### src/rtl/pulse_period_meter.sv
// Pulse period meter: recovers the prescale value behind a single-cycle
// enable-pulse train, declares lock after LOCK_COUNT identical periods and
// flags a sticky overflow when pulses stop arriving.
//
// Ports:
//   clk          system clock, rising edge
//   resetN       asynchronous active-low reset
//   pulseIn      enable pulse, sampled as a level every cycle
//   clearReq     synchronous clear, wins over a coincident pulse
//   periodValue  last measured period (non-pulse cycles between pulses)
//   periodValid  one-cycle strobe the cycle after each measurement
//   locked       LOCK_COUNT consecutive identical measurements seen
//   overflow     sticky: 2^WIDTH consecutive quiet cycles while armed
module pulse_period_meter #(
    parameter int unsigned WIDTH      = 10,
    parameter int unsigned LOCK_COUNT = 4
) (
    input  logic             clk,
    input  logic             resetN,
    input  logic             pulseIn,
    input  logic             clearReq,
    output logic [WIDTH-1:0] periodValue,
    output logic             periodValid,
    output logic             locked,
    output logic             overflow
);

    localparam int unsigned MATCH_W = 4;
    localparam logic [MATCH_W-1:0] LOCK_C  = MATCH_W'(LOCK_COUNT);
    localparam logic [WIDTH-1:0]   CNT_MAX = {WIDTH{1'b1}};

    typedef enum logic [1:0] {
        IDLE    = 2'd0,
        ACQUIRE = 2'd1,
        LOCKED  = 2'd2
    } state_t;

    state_t             state_q, state_d;
    logic [WIDTH-1:0]   cnt_q, cnt_d;
    logic [MATCH_W-1:0] match_q, match_d;
    logic [WIDTH-1:0]   period_value_q, period_value_d;
    logic               period_valid_q, period_valid_d;
    logic               locked_q, locked_d;
    logic               overflow_q, overflow_d;

    // State register
    always_ff @(posedge clk or negedge resetN) begin
        if (!resetN) begin
            state_q        <= IDLE;
            cnt_q          <= '0;
            match_q        <= '0;
            period_value_q <= '0;
            period_valid_q <= 1'b0;
            locked_q       <= 1'b0;
            overflow_q     <= 1'b0;
        end else begin
            state_q        <= state_d;
            cnt_q          <= cnt_d;
            match_q        <= match_d;
            period_value_q <= period_value_d;
            period_valid_q <= period_valid_d;
            locked_q       <= locked_d;
            overflow_q     <= overflow_d;
        end
    end

    // Next-state and output logic
    always_comb begin
        state_d        = state_q;
        cnt_d          = cnt_q;
        match_d        = match_q;
        period_value_d = period_value_q;
        period_valid_d = 1'b0;
        locked_d       = locked_q;
        overflow_d     = overflow_q;

        if (clearReq) begin
            // Coincident pulse is dropped; the next pulse is a fresh reference
            state_d        = IDLE;
            cnt_d          = '0;
            match_d        = '0;
            period_value_d = '0;
            locked_d       = 1'b0;
            overflow_d     = 1'b0;
        end else begin
            case (state_q)
                IDLE: begin
                    cnt_d = '0;
                    if (pulseIn) begin
                        state_d = ACQUIRE;
                        match_d = '0;
                    end
                end
                ACQUIRE, LOCKED: begin
                    if (pulseIn) begin
                        period_value_d = cnt_q;
                        period_valid_d = 1'b1;
                        cnt_d          = '0;
                        if (match_q == '0 || cnt_q != period_value_q) begin
                            match_d = MATCH_W'(1);
                        end else if (match_q >= LOCK_C) begin
                            match_d = LOCK_C;
                        end else begin
                            match_d = match_q + MATCH_W'(1);
                        end
                        if (match_d == LOCK_C) begin
                            state_d  = LOCKED;
                            locked_d = 1'b1;
                        end else begin
                            state_d  = ACQUIRE;
                            locked_d = 1'b0;
                        end
                    end else if (cnt_q == CNT_MAX) begin
                        // 2^WIDTH quiet cycles: disarm, keep the last period
                        state_d    = IDLE;
                        cnt_d      = '0;
                        match_d    = '0;
                        locked_d   = 1'b0;
                        overflow_d = 1'b1;
                    end else begin
                        cnt_d = cnt_q + WIDTH'(1);
                    end
                end
                default: begin
                    state_d = IDLE;
                    cnt_d   = '0;
                    match_d = '0;
                end
            endcase
        end
    end

    assign periodValue = period_value_q;
    assign periodValid = period_valid_q;
    assign locked      = locked_q;
    assign overflow    = overflow_q;

endmodule
### config.mk
export PLATFORM = sky130hd
export DESIGN_NAME = pulse_period_meter
export DESIGN_NICKNAME = d
export VERILOG_FILES = /design/src/rtl/pulse_period_meter.sv
export SDC_FILE = /design/constraint.sdc
export NUM_CORES = 1
export LEC_CHECK = 0
export ABC_AREA = 1
export CORE_ASPECT_RATIO = 1.5
export CORE_MARGIN = 5
export CORE_UTILIZATION = 55
export CTS_BUF_LIST = sky130_fd_sc_hd__clkbuf_16
export DETAILED_ROUTE_END_ITERATION = 12
export GPL_ROUTABILITY_DRIVEN = 0
export GPL_TIMING_DRIVEN = 0
export PLACE_DENSITY_LB_ADDON = 0.12
export SYNTH_ARGS = -nofsm -noshare
export SYNTH_HDL_FRONTEND = slang
export SYNTH_SLANG_ARGS = --single-unit
### constraint.sdc
create_clock -name clk -period 2 [get_ports clk]
set_input_delay 0.4 -clock clk [delete_from_list [all_inputs] [get_ports clk]]
set_output_delay 0.4 -clock clk [all_outputs]
set_load 0.05 [all_outputs]
==> out/qor.yml <==
cts:
  cts_tree: "done"
  numCtsBuffers: 5
  cts-root-buf: "clkbuf_16"
  cts_num_sinks: 29
  insertion_delay_ns: 0.27
  hold_buffers: 0
  clkTransAtPathRegs_ns: 0.05
  cts-htree-levels: 2
  clock_path_buffers: 2
  cts_setup_buffers: 0
  cts_resized: 2
sta:
  rsz0062_at_grt: "no"
  fin_crit_sh_pct: 94.0
  max_slew_margin_pct: 57.9
  setup_viol: 0
  hold_viol: 0
  clock_skew_ns: 0.00337
  timing.hold.ws_ns: 0.147
  timing.fmax_mhz: 532
  slew_viol_final: 0
  period_needed_ns: 1.88
  tightest_slew_ns: 0.632
drt:
  dr.pass1.iters: 4
  num_vias: 1226
  wirelength_um: 3110
  antenna_left: 0
  first_iter_violations: 36
  wl_per_cell_um: 13.1
  via_per_inst: 5.15
  drc_errors: 0
power:
  finalPower_mw: 1.42
  power_density_nw_per_um2: 776
  cellLeakagePower_nw: 0.868
  irDropWorstVdd_mv: 0.668
placement:
  dpl.hpwl_um: 2320
  port_buffers: 16
critical_path:
  cp_slowest_cell: "clkdlybuf4s50_1"
  worstReg2RegStart: "cnt_q[0]"
  cp_max_fo: 3
  reg2reg_to: "match_q[1]"
  critPathKind: "register to output port"
  crit_chain: "clkdlybuf4s50_1"
  cp-start-kind: "register"
  reg2reg_depth: 8
  required_ns: 1.60
  arrival_ns: 1.48
  worst_setup_path_end_kind: "output port"
  crit_buf_inv: 1
  crit_family: "buffers and inverters"
  cpPeakStageDelay_ns: 0.82
  reg2reg_slack_ns: 0.17
die:
  dieHeight_um: 73.6
  die_w_um: 52.4
  initial_core_util_pct: 56.0
  io_pins: 17
  core-area_um2: 2650
  row_count: 23
  die-area_um2: 3860
yosys:
  synth_top_area_share_pct: 48.9
  postSynthNetCount: 186
  syn_area_per_cell_um2: 8.38
  syn_area_um2: 1480
  ys_types: 27
  synth_area_leader_cell: "dfrtp_1"
  synth-seq-area-share_pct: 48.9
  synthTopCellsByArea: "dfrtp_1 (49%), nand2_1 (12%), inv_1 (7.1%)"
  ys_warn_count: 0
  synth-seq-cells: 29
  synth_cells: 177
global_route:
  grt_pass1_wl_um: 5560
  antenna_found_initial: 0
  grt_pass1_vias: 1263
  grt.total_usage_pct: 19.9
  grt_start_max_net_pins: 30
  grt_overflow: 0
layout:
  final_net_count: 209
  areaGrowthSynthToFinish_pct: 23.0
  drive_gt1_share_pct: 9.45
  n_antenna_cell: 0
job:
  maxCapViolCount: 0
run_status:
  outcome: "finished clean"
min_path:
  hp-class: "input pin to asynchronous set/reset pin"
## sequential cells by signal, indices dropped and copies added (netlist names)
signal and count:
state_q 2, periodValue 10, match_q 4, periodValid 1
locked 1, cnt_q 10, overflow 1
## layout make-up
type | count | area [um2]
clock buffer | 5 | 125
clock inverter | 3 | 11.3
fill | 235 | 822
inverter | 30 | 114
multi-input combinational | 118 | 648
sequential | 29 | 726
tap | 37 | 46.3
timing repair buffer | 16 | 155
## worst reg2reg max path, delay by kind of cell, from the launching register on
kind	cells	cell delay (ns)
AOI/OAI and AO/OA	3	0.55
adders and majority gates	1	0.21
DFF	1	0.42
buffers and inverters	1	0.13
and+or+nand+nor	3	0.38
## per-layer routing
layer	global-route usage [%]	routed length (um)	part of all wire (%)
met1	21.4	1280	41
met2	35.2	1670	54
met3	4.87	92	3.0
met4	9.66	70	2.2
met5	0	0	0
## cell usage in the layout, fill, tap and decap left out, drive strengths merged
| cell type | count |
|---|---|
| nor3 | 3 |
| o22ai | 8 |
| dfrtp | 29 |
| inv | 32 |
| nand4 | 4 |
| ha | 5 |
| nand2 | 47 |
| xor2 | 4 |
| nor2 | 21 |
| o21bai | 1 |
| o21ai | 7 |
| clkdlybuf4s50 | 15 |
| nand3 | 9 |
| buf | 1 |
| nor3b | 3 |
| a22o | 1 |
| clkbuf | 5 |
| clkinv | 1 |
| xnor2 | 3 |
| or2 | 1 |
| a21oi | 1 |
## metrics by stage
stage	cell area, um2	setup TNS (ns)	cells	setup slack, ns	util [%]
4_1_cts	1830	0	238	0.112	69.1
2_1_floorplan	1480	0	177	0.422	-
6_report	1830	0	238	0.120	69.0
3_5_place_dp	1690	-2.46	230	-0.277	63.8
3_3_place_gp	1690	-1.42	230	-0.177	63.8
5_1_grt	1830	0	238	0.0376	69.0
## synthesized netlist by cell type (all sizes together)
master and n:
inv 29, o22ai 8, nand3 9, a21oi 1, nand2 47, o21bai 1, dfrtp 29, ha 5
xnor2 3, nor3b 3, clkinv 1, or2 1, nand4 4, nor2 21, o21ai 7, xor2 4
nor3 3, a22o 1
## power breakdown
| part | internal (mW) | switching, mW |
|---|---|---|
| Combinational | 0.0359 | 0.0882 |
| Sequential | 0.599 | 0.00857 |
| Clock | 0.445 | 0.239 |
## kinds of logic (layout without fill, tap and decap cells)
group,count (synthesis),count (layout),synth area share [%]
simple gates,88,88,27.0
buf+inv,30,54,7.59
flops,29,29,48.9
compound gates,18,18,8.18
xor+xnor,7,7,4.13
fa+ha+maj,5,5,4.22
## how the worst max path moves through the flow
stage,start,slack (ns),end,cells after the start
6_report,periodValue[8],0.12,periodValue[8],1
5_1_grt,cnt_q[0],0.04,match_q[1],8
4_1_cts,periodValue[8],0.11,periodValue[8],1
3_5_place_dp,pulseIn,-0.28,periodValue[3],5
3_3_place_gp,pulseIn,-0.18,match_q[1],5
2_1_floorplan,state_q[0],0.42,match_q[1],6
(Power assumes the default switching activity.)
